### src/rtl/proc_pkg.sv
// Shared encodings for the instruction stage sequencer.
// States, opcode constants, error codes and opcode classes.
package proc_pkg;

  typedef enum logic [2:0] {
    ST_IDLE      = 3'd0,
    ST_FETCH     = 3'd1,
    ST_DECODE    = 3'd2,
    ST_EXECUTE   = 3'd3,
    ST_MEMORY    = 3'd4,
    ST_WRITEBACK = 3'd5,
    ST_HALT      = 3'd6
  } state_t;

  typedef enum logic [1:0] {
    CLS_ALU,
    CLS_LOAD,
    CLS_STORE,
    CLS_BRANCH
  } opclass_t;

  localparam logic [6:0] OP_HALT   = 7'b0000000;
  localparam logic [6:0] OP_RTYPE  = 7'b0110011;
  localparam logic [6:0] OP_ITYPE  = 7'b0010011;
  localparam logic [6:0] OP_LOAD   = 7'b0000011;
  localparam logic [6:0] OP_STORE  = 7'b0100011;
  localparam logic [6:0] OP_BRANCH = 7'b1100011;

  localparam logic [1:0] ERR_NONE    = 2'b00;
  localparam logic [1:0] ERR_ILLEGAL = 2'b01;
  localparam logic [1:0] ERR_MEM_TO  = 2'b10;
  localparam logic [1:0] ERR_MISALGN = 2'b11;

  function automatic logic misaligned(input logic [31:0] addr);
    return addr[1:0] != 2'b00;
  endfunction

endpackage

### src/rtl/mem_timeout_counter.sv
// Counts MEMORY-state cycles; expired marks the LIMIT-th one.
// Ports: clk, rst (async), clr (sync), en, expired.
module mem_timeout_counter #(
  parameter int unsigned LIMIT = 15
) (
  input  logic clk,
  input  logic rst,
  input  logic clr,
  input  logic en,
  output logic expired
);

  localparam int W = (LIMIT > 1) ? $clog2(LIMIT + 1) : 1;
  localparam logic [W-1:0] LAST = W'(LIMIT - 1);

  logic [W-1:0] cnt;

  // cnt holds the number of MEMORY cycles already completed,
  // so expired is high during the LIMIT-th cycle.
  always_ff @(posedge clk or posedge rst) begin
    if (rst)
      cnt <= '0;
    else if (clr)
      cnt <= '0;
    else if (en && cnt != LAST)
      cnt <= cnt + 1'b1;
  end

  assign expired = en && (cnt == LAST);

endmodule

### src/rtl/stage_sequencer.sv
// Multi-cycle instruction stage sequencer with pc and retire count.
// Ports: run/halt_req control, opcode/branch/imm/mem_ready inputs,
// one-hot stage enables, pc, state, halted, err, instr_count.
module stage_sequencer
  import proc_pkg::*;
#(
  parameter int unsigned MEM_TIMEOUT = 15,
  parameter logic [31:0] RESET_PC    = 32'h0
) (
  input  logic        clk,
  input  logic        rst,
  input  logic        run,
  input  logic        halt_req,
  input  logic [6:0]  opcode,
  input  logic        branch_taken,
  input  logic [63:0] imm,
  input  logic        mem_ready,
  output logic        fetch_en,
  output logic        decode_en,
  output logic        execute_en,
  output logic        mem_en,
  output logic        wb_en,
  output logic [31:0] pc,
  output logic [2:0]  state,
  output logic        halted,
  output logic [1:0]  err,
  output logic [31:0] instr_count
);

  state_t      cur, nxt;
  opclass_t    cls, cls_next;
  logic        cls_wr;
  logic        retire;
  logic [31:0] pc_next;
  logic [31:0] target;
  logic        err_wr;
  logic [1:0]  err_code;
  logic        mem_clr;
  logic        expired;
  logic        unused_imm_hi;

  assign unused_imm_hi = ^imm[63:32];
  assign target        = pc + imm[31:0];
  assign mem_clr       = (cur == ST_EXECUTE) && (nxt == ST_MEMORY);

  mem_timeout_counter #(
    .LIMIT(MEM_TIMEOUT)
  ) u_timeout (
    .clk    (clk),
    .rst    (rst),
    .clr    (mem_clr),
    .en     (cur == ST_MEMORY),
    .expired(expired)
  );

  always_ff @(posedge clk or posedge rst) begin
    if (rst) cur <= ST_IDLE;
    else     cur <= nxt;
  end

  always_comb begin
    nxt      = cur;
    retire   = 1'b0;
    pc_next  = pc + 32'd4;
    cls_wr   = 1'b0;
    cls_next = cls;
    err_wr   = 1'b0;
    err_code = ERR_NONE;
    case (cur)
      ST_IDLE: if (run) nxt = ST_FETCH;
      ST_FETCH: nxt = ST_DECODE;
      ST_DECODE: begin
        nxt    = ST_EXECUTE;
        cls_wr = 1'b1;
        case (opcode)
          OP_RTYPE,
          OP_ITYPE:  cls_next = CLS_ALU;
          OP_LOAD:   cls_next = CLS_LOAD;
          OP_STORE:  cls_next = CLS_STORE;
          OP_BRANCH: cls_next = CLS_BRANCH;
          OP_HALT: begin
            cls_wr = 1'b0;
            nxt    = ST_HALT;
            err_wr = 1'b1;
          end
          default: begin
            cls_wr   = 1'b0;
            nxt      = ST_HALT;
            err_wr   = 1'b1;
            err_code = ERR_ILLEGAL;
          end
        endcase
      end
      ST_EXECUTE: begin
        case (cls)
          CLS_ALU:   nxt = ST_WRITEBACK;
          CLS_LOAD,
          CLS_STORE: nxt = ST_MEMORY;
          default: begin
            if (branch_taken && misaligned(target)) begin
              nxt      = ST_HALT;
              err_wr   = 1'b1;
              err_code = ERR_MISALGN;
            end else begin
              retire = 1'b1;
              if (branch_taken) pc_next = target;
            end
          end
        endcase
      end
      ST_MEMORY: begin
        if (mem_ready) begin
          if (cls == CLS_LOAD) nxt = ST_WRITEBACK;
          else                 retire = 1'b1;
        end else if (expired) begin
          nxt      = ST_HALT;
          err_wr   = 1'b1;
          err_code = ERR_MEM_TO;
        end
      end
      ST_WRITEBACK: retire = 1'b1;
      ST_HALT: nxt = ST_HALT;
      default: begin
        nxt      = ST_HALT;
        err_wr   = 1'b1;
        err_code = ERR_ILLEGAL;
      end
    endcase
    if (retire) nxt = halt_req ? ST_IDLE : ST_FETCH;
  end

  always_ff @(posedge clk or posedge rst) begin
    if (rst) begin
      pc          <= RESET_PC;
      instr_count <= '0;
      err         <= ERR_NONE;
      cls         <= CLS_ALU;
    end else begin
      if (retire) begin
        pc          <= pc_next;
        instr_count <= instr_count + 32'd1;
      end
      if (err_wr) err <= err_code;
      if (cls_wr) cls <= cls_next;
    end
  end

  always_comb begin
    fetch_en   = 1'b0;
    decode_en  = 1'b0;
    execute_en = 1'b0;
    mem_en     = 1'b0;
    wb_en      = 1'b0;
    case (cur)
      ST_FETCH:     fetch_en   = 1'b1;
      ST_DECODE:    decode_en  = 1'b1;
      ST_EXECUTE:   execute_en = 1'b1;
      ST_MEMORY:    mem_en     = 1'b1;
      ST_WRITEBACK: wb_en      = 1'b1;
      default: ;
    endcase
  end

  assign state  = cur;
  assign halted = (cur == ST_HALT);

endmodule

### config.mk
export PLATFORM = sky130hd
export DESIGN_NAME = stage_sequencer
export DESIGN_NICKNAME = d
export VERILOG_FILES = /design/src/rtl/proc_pkg.sv /design/src/rtl/mem_timeout_counter.sv /design/src/rtl/stage_sequencer.sv
export SDC_FILE = /design/constraint.sdc
export NUM_CORES = 1
export LEC_CHECK = 0
export BUFFER_PORTS_ARGS = -buffer_cell sky130_fd_sc_hd__buf_2
export CAP_MARGIN = 20
export CELL_PAD_IN_SITES_DETAIL_PLACEMENT = 0
export CELL_PAD_IN_SITES_GLOBAL_PLACEMENT = 1
export CORE_MARGIN = 8
export CORE_UTILIZATION = 42
export DETAILED_ROUTE_END_ITERATION = 8
export HOLD_SLACK_MARGIN = 0.08
export PLACE_DENSITY = 0.92
export RECOVER_POWER = 50
export SETUP_SLACK_MARGIN = 0.15
export SYNTH_ARGS = -nofsm -noshare
export SYNTH_HDL_FRONTEND = slang
export SYNTH_HIERARCHICAL = 1
export SYNTH_SLANG_ARGS = --single-unit
### constraint.sdc
create_clock -name clk -period 5.3 [get_ports clk]
set_input_delay 1.06 -clock clk [delete_from_list [all_inputs] [get_ports clk]]
set_output_delay 1.06 -clock clk [all_outputs]
set_load 0.1 [all_outputs]
==> results of run 1 <==
[path summary, 6_finish.rpt]
| kind | from | endpoint | cells past startpoint |
|---|---|---|---|
| max | imm[0] | instr_count[31] | 11 |
| max in group asynchronous | rst | pc[31] | 3 |
| min | instr_count[5] | instr_count[5] | 1 |
| max reg2reg | pc[0] | instr_count[31] | 10 |
| min in group asynchronous | rst | u_timeout/cnt[1] | 2 |
| min reg2reg | instr_count[5] | instr_count[5] | 1 |
[power breakdown]
part	internal (mW)	switching, mW	total, mW	leakage, nW
Sequential	0.574	0.00328	0.578	0.996
Combinational	0.0450	0.0801	0.125	1.91
Clock	0.329	0.266	0.595	0.138
Total	0.949	0.349	1.30	3.04
[kinds of logic (layout without fill, tap and decap cells)]
logic type	count (synthesis)	count (layout)	synth area share, %
AND/OR/NAND/NOR	282	282	26.0
multiplexers	5	5	0.903
XOR/XNOR	62	62	9.80
AO/OA/AOI/OAI	168	168	19.0
adder cells (fa/ha/maj)	36	36	8.26
buffers and inverters	30	156	2.17
flip-flops	75	75	33.9
[registers in the layout, summed over array words and instances (netlist names)]
register,count
err,2
instr_count,32
pc,32
u_timeout/cnt,4
cls,2
state,3
[worst reg2reg max path, stage by stage (launching register included)]
cell	delay (ps)
dfrtp_1	400
ha_1	210
fa_1	440
o21ai_0	520
nand4_4	200
o21ai_2	360
nand4_1	450
nor4_2	410
nand2_1	230
nor2_1	180
xor2_1	200
[routing by layer]
| metal | global-route usage, % | share of wire, % |
|---|---|---|
| met5 | 0 | 0 |
| met4 | 5.27 | 1.2 |
| met3 | 2.92 | 5.3 |
| met2 | 28.0 | 45 |
| met1 | 23.7 | 48 |
[final cells by class]
| type | instances | share of cell area (%) |
|---|---|---|
| clock inverters | 7 | 1.04 |
| well taps | 176 | 3.34 |
| inverters | 16 | 0.988 |
| flip-flops and latches | 75 | 28.5 |
| clock buffers | 9 | 3.42 |
| multi-input cells | 553 | 53.8 |
| repair buffers | 124 | 8.87 |
[cells in the final DEF (no fill, tap or decap), types with 3 or more instances in the layout]
master,instances
nand2_1,77
nor2b_1,11
a21oi_1,58
xor2_1,21
o22ai_1,5
nand3_1,31
a21o_1,7
ha_1,35
nor2_1,58
clkbuf_1,37
mux2i_1,5
and2_1,7
inv_6,3
buf_4,4
xnor2_1,41
nand2b_1,9
nand4_1,19
o221ai_1,6
nor4_1,5
or2_2,5
o21ai_0,44
and4_1,4
clkbuf_16,9
a211oi_1,4
nor3_1,24
inv_1,14
buf_2,83
a31oi_1,9
a22oi_1,3
and3_1,13
o21bai_1,4
dfrtp_1,75
==> summary.md, run 1 <==
| Metric | Value |
|---|---|
| Status | `complete, but fails checks` |
| Failing checks | `max-capacitance violations, max-slew violations` |
| Dpl ws | `865 ps` |
| Clock slew at reported path FFs | `70 ps` |
| Post-cts resize count | `0` |
| Critical path type | `in -> reg` |
| DRT iter0 DRCs | `419` |
| CP max stage cell | `o21ai_0` |
| Height of the die | `131 um` |
| Most frequent cell after synthesis | `nand2_1` |
| CTS tree | `yes` |
| Clock latency on the worst-skew pair | `330 ps` |
| Congestion Overflow GR | `0` |
| Max incr delay on CP | `520 ps` |
| Die X | `131 um` |
| Setup slack after layout | `1200 ps` |
| Rows | `42` |
| Final total power | `1.30 mW` |
| GPL Wtd Cong | `0.836` |
| Max VDD drop | `0.167 mV` |
| CTS sink count | `75` |
| NumNets Final | `892` |
| Sequential Area | `0.00188 mm^2` |
| I/O Buffers | `119` |
| WP buf/inv | `1` |
| Total instance count after detailed placement | `944` |
| Mapped Avg Cell Area | `8.42 um^2` |
| Diode count | `0` |
| Number of remaining DRC errors | `0` |
| DR vias/cell | `5.50` |
| Top achievable clock speed | `0.244 GHz` |
| Initial Util | `42.4%` |
| First-pass GRT wire length | `24300 um` |
| Tot GR Track Use | `17.5%` |
| Post-CTS Setup Bufs | `0` |
| Syn Nets | `771` |
| DR pass1 iterations | `5` |
| Yosys warning total | `6` |
| Hold_ws | `483 ps` |
| Worst-Margin Slew | `1920 ps` |
| Final Max Tran Viols | `35` |
| Post-synth ARST share | `100%` |
| Worst setup SP type | `input port` |
| Tmin final | `4100 ps` |
| Power Dens Cells | `197 mW/mm^2` |
| Most used DFF post-synth | `dfrtp_1` |
| Period utilisation layout | `77.4%` |
| Post-Route WL | `14900 um` |
| Total number of vias | `5279` |
| Synth area leader | `dfrtp_1` |
| Top cell family by delay on the critical path | `simple AND/OR/NAND/NOR gates` |
| Setup-failing EPs final | `0` |
| Multi-input gate area | `0.00355 mm^2` |
| CORE AREA | `0.0131 mm^2` |
| Vias in the first global route | `4923` |
| Area share of the largest cell type after synthesis | `33.9%` |
| Share of layout cells above drive strength 1 | `16.6%` |
| Skew final | `8.58 ps` |
| Cell Area, Placed | `0.00634 mm^2` |
| Setup crit end kind | `register` |
| Yosys cell types | `70` |
| Cell count after synthesis | `658` |
| Post-route cell area | `0.00659 mm^2` |
| RSZ-0062 raised after global routing | `false` |
| Fin cells | `960` |
| Critical Path Fanout Max | `17` |
| Maximum clock insertion buffer count | `2` |
| I/O pins | `152` |
| Cell Chain, Critical Path | `buf_2 > ha_1 > fa_1 > o21ai_0 > nand4_4 > o21ai_2 > nand4_1 > nor4_2 > nand2_1 > nor2_1 > xor2_1` |
| Sequential area share after synthesis | `33.9%` |
| Synth Cell Area | `0.00554 mm^2` |
| Finished Core Util | `50.3%` |
| Syn-to-layout area delta | `18.8%` |
| Leak Pwr | `3.04 nW` |
| Slew headroom | `-28.2%` |
| Dpl hpwl | `11500 um` |
| Clk root buf | `clkbuf_16` |
| Initial antenna violation count | `0` |
| Synth area leaders | `dfrtp_1 (34%), ha_1 (7.9%), xnor2_1 (6.5%)` |
| Yosys reg bits | `75` |
| Critical path arrival | `4350 ps` |
| Inserted Clock Buffers | `9` |
| Final hold violation count | `0` |
| Largest net degree at the start of global routing | `39` |
| WL per Instance | `15.6 um` |
| Worst endpoint required time | `5550 ps` |
| Max-cap viol count | `1` |
| Post-route ant nets | `0` |
| Die Area | `0.0171 mm^2` |
| Worst hold path type | `reg -> reg` |
| Cts hold-fix bufs | `0` |
| FF-to-FF setup slack | `1630 ps` |
| EDFF count, synth | `0` |
| H-tree depth | `3` |
| Filler Cells Inserted | `1281` |
| Post-synth top cells | `nand2_1 (77), dfrtp_1 (75), a21oi_1 (58), nor2_1 (58), o21ai_0 (44)` |
| Setup tns final | `0 ps` |
No activity file was read; power rests on OpenSTA's default activity.
==> run 2, diff against run 1 <==
--- a/config.mk
+++ b/config.mk
@@ -10,10 +10,10 @@
 export CELL_PAD_IN_SITES_DETAIL_PLACEMENT = 0
 export CELL_PAD_IN_SITES_GLOBAL_PLACEMENT = 1
 export CORE_MARGIN = 8
-export CORE_UTILIZATION = 42
+export CORE_UTILIZATION = 35
 export DETAILED_ROUTE_END_ITERATION = 8
 export HOLD_SLACK_MARGIN = 0.08
-export PLACE_DENSITY = 0.92
+export PLACE_DENSITY = 0.83
 export RECOVER_POWER = 50
 export SETUP_SLACK_MARGIN = 0.15
 export SYNTH_ARGS = -nofsm -noshare
==> constraint.sdc (replaced) <==
create_clock -name clk -period 3.4 [get_ports clk]
set_input_delay 0.68 -clock clk [delete_from_list [all_inputs] [get_ports clk]]
set_output_delay 0.68 -clock clk [all_outputs]
set_load 0.1 [all_outputs]
==> summary.md, run 2 (synthesized netlist as in run 1, its figures left out) <==
| Metric | Value |
|---|---|
| CORE AREA | `0.0157 mm^2` |
| Worst endpoint required time | `3620 ps` |
| Max VDD drop | `0.211 mV` |
| Multi-input gate area | `0.00357 mm^2` |
| Largest registers | `instr_count: 32 flops, pc: 32 flops, u_timeout/cnt: 4 flops` |
| Critical Path Fanout Max | `31` |
| Period utilisation layout | `90.0%` |
| DR pass1 iterations | `4` |
| Setup crit end kind | `register` |
| NumNets Final | `925` |
| Max-cap viol count | `0` |
| I/O Buffers | `119` |
| Initial antenna violation count | `0` |
| Die X | `142 um` |
| First-pass GRT wire length | `26000 um` |
| Filler Cells Inserted | `1618` |
| Congestion Overflow GR | `0` |
| Clock slew at reported path FFs | `60 ps` |
| Setup-failing EPs final | `0` |
| CTS tree | `yes` |
| Tot GR Track Use | `15.9%` |
| Top achievable clock speed | `0.327 GHz` |
| CTS sink count | `75` |
| Leak Pwr | `3.22 nW` |
| Share of layout cells above drive strength 1 | `20.6%` |
| GPL Wtd Cong | `0.850` |
| Setup slack after layout | `341 ps` |
| Post-route ant nets | `0` |
| Highest-count cells in the layout ignoring fill and taps | `buf_2 (83), nand2_1 (77), dfrtp_1 (72)` |
| I/O pins | `152` |
| Diode count | `0` |
| Cts hold-fix bufs | `0` |
| Die Area | `0.0201 mm^2` |
| Tmin final | `3060 ps` |
| Clock latency on the worst-skew pair | `340 ps` |
| Setup tns final | `0 ps` |
| Final total power | `2.06 mW` |
| Power Dens Cells | `298 mW/mm^2` |
| RSZ-0062 raised after global routing | `false` |
| Critical path arrival | `3270 ps` |
| Post-Route WL | `16000 um` |
| Most common cell after layout, fill and taps aside | `buf_2` |
| Total number of vias | `5339` |
| DR vias/cell | `5.17` |
| Worst hold path type | `in -> async` |
| DRT iter0 DRCs | `279` |
| Dpl hpwl | `12300 um` |
| WL per Instance | `15.5 um` |
| Vias in the first global route | `5138` |
| Initial Util | `35.4%` |
| Maximum clock insertion buffer count | `2` |
| Syn-to-layout area delta | `25.0%` |
| Height of the die | `142 um` |
| Largest net degree at the start of global routing | `36` |
| Final hold violation count | `0` |
| H-tree depth | `3` |
| Status | `finished, final reports clean` |
| Skew final | `10.9 ps` |
| Inserted Clock Buffers | `9` |
| Number of remaining DRC errors | `0` |
| Finished Core Util | `44.3%` |
| Clk root buf | `clkbuf_16` |
| Worst setup SP type | `input port` |
| Rows | `46` |
| Slew headroom | `13.2%` |
| Sequential Area | `0.00188 mm^2` |
| Critical path type | `in -> reg` |
| Worst-Margin Slew | `1300 ps` |
| Dpl ws | `-38.2 ps` |
| Final Max Tran Viols | `0` |
## run 2: cell types whose count changed in the layout (fill, tap and decap cells not counted), moves of 2 or more
| cell | previous run | this run |
|---|---|---|
| buf_4 | 4 | 34 |
| clkbuf_1 | 37 | 39 |
| dfrtp_1 | 75 | 72 |
| buf_12 | 0 | 2 |
| inv_6 | 3 | 1 |
| nor2_2 | 1 | 4 |
| dfrtp_2 | 0 | 3 |
| nor2_1 | 58 | 55 |
| clkinv_2 | 0 | 2 |
## run 2: timing repair
action / CTS / global route
endpoints found under the setup margin: 0 / 4
buffers inserted: 0 / 2
gates resized for setup: 0 / 1
## run 2: critical path, stage by stage
cell and delay (ps):
buf_2 100, ha_1 210, fa_1 440, o21ai_0 180, buf_4 160, nand4_4 120
o21ai_2 130, buf_12 240, nand4_1 240, buf_4 220, buf_4 130, nor2_1 150
nand4_1 130, xnor2_1 140
## run 2: worst paths after layout
path | startpoint | end | slack [ps] | cells after the start
worst max-delay path | imm[0] | instr_count[11] | 340 | 14
worst min-delay path | rst | u_timeout/cnt[3] | 220 | 2
worst max register to register | pc[0] | instr_count[11] | 370 | 13
worst min register to register | instr_count[31] | instr_count[31] | 460 | 1
max in group asynchronous | rst | instr_count[11] | 900 | 3
min in group clk | instr_count[31] | instr_count[31] | 460 | 1
## run 2: report_power, final
group          switching [mW]  total [mW]  internal, mW
Combinational           0.127       0.201        0.0742
Sequential            0.00484       0.900         0.895
Clock                   0.394       0.963         0.569
Total                   0.526        2.06          1.54
## run 2: layout make-up
type / instances / share of cell area (%)
repair buffers: 157 / 12.3
well taps: 216 / 3.90
inverters: 16 / 0.939
clock inverters: 6 / 0.921
multi-input cells: 553 / 51.5
flip-flops and latches: 75 / 27.1
clock buffers: 10 / 3.30
## run 2: per-stage QoR
step	hold WS [ps]	cell area [um^2]	instances
5_1_grt	211	6930	1033
2_1_floorplan	446	5560	658
6_report	221	6930	1033
4_1_cts	223	6960	1031
3_3_place_gp	456	6670	1015
3_5_place_dp	455	6670	1015
## run 2: layer usage
layer | vias to the layer above | global-route usage, % | share of wire, %
met5 | - | 0 | 0
met4 | 0 | 4.64 | 1.6
met3 | 18 | 2.72 | 4.7
met2 | 124 | 25.6 | 46
met1 | 2479 | 21.4 | 48
li1 | 2718 | - | -
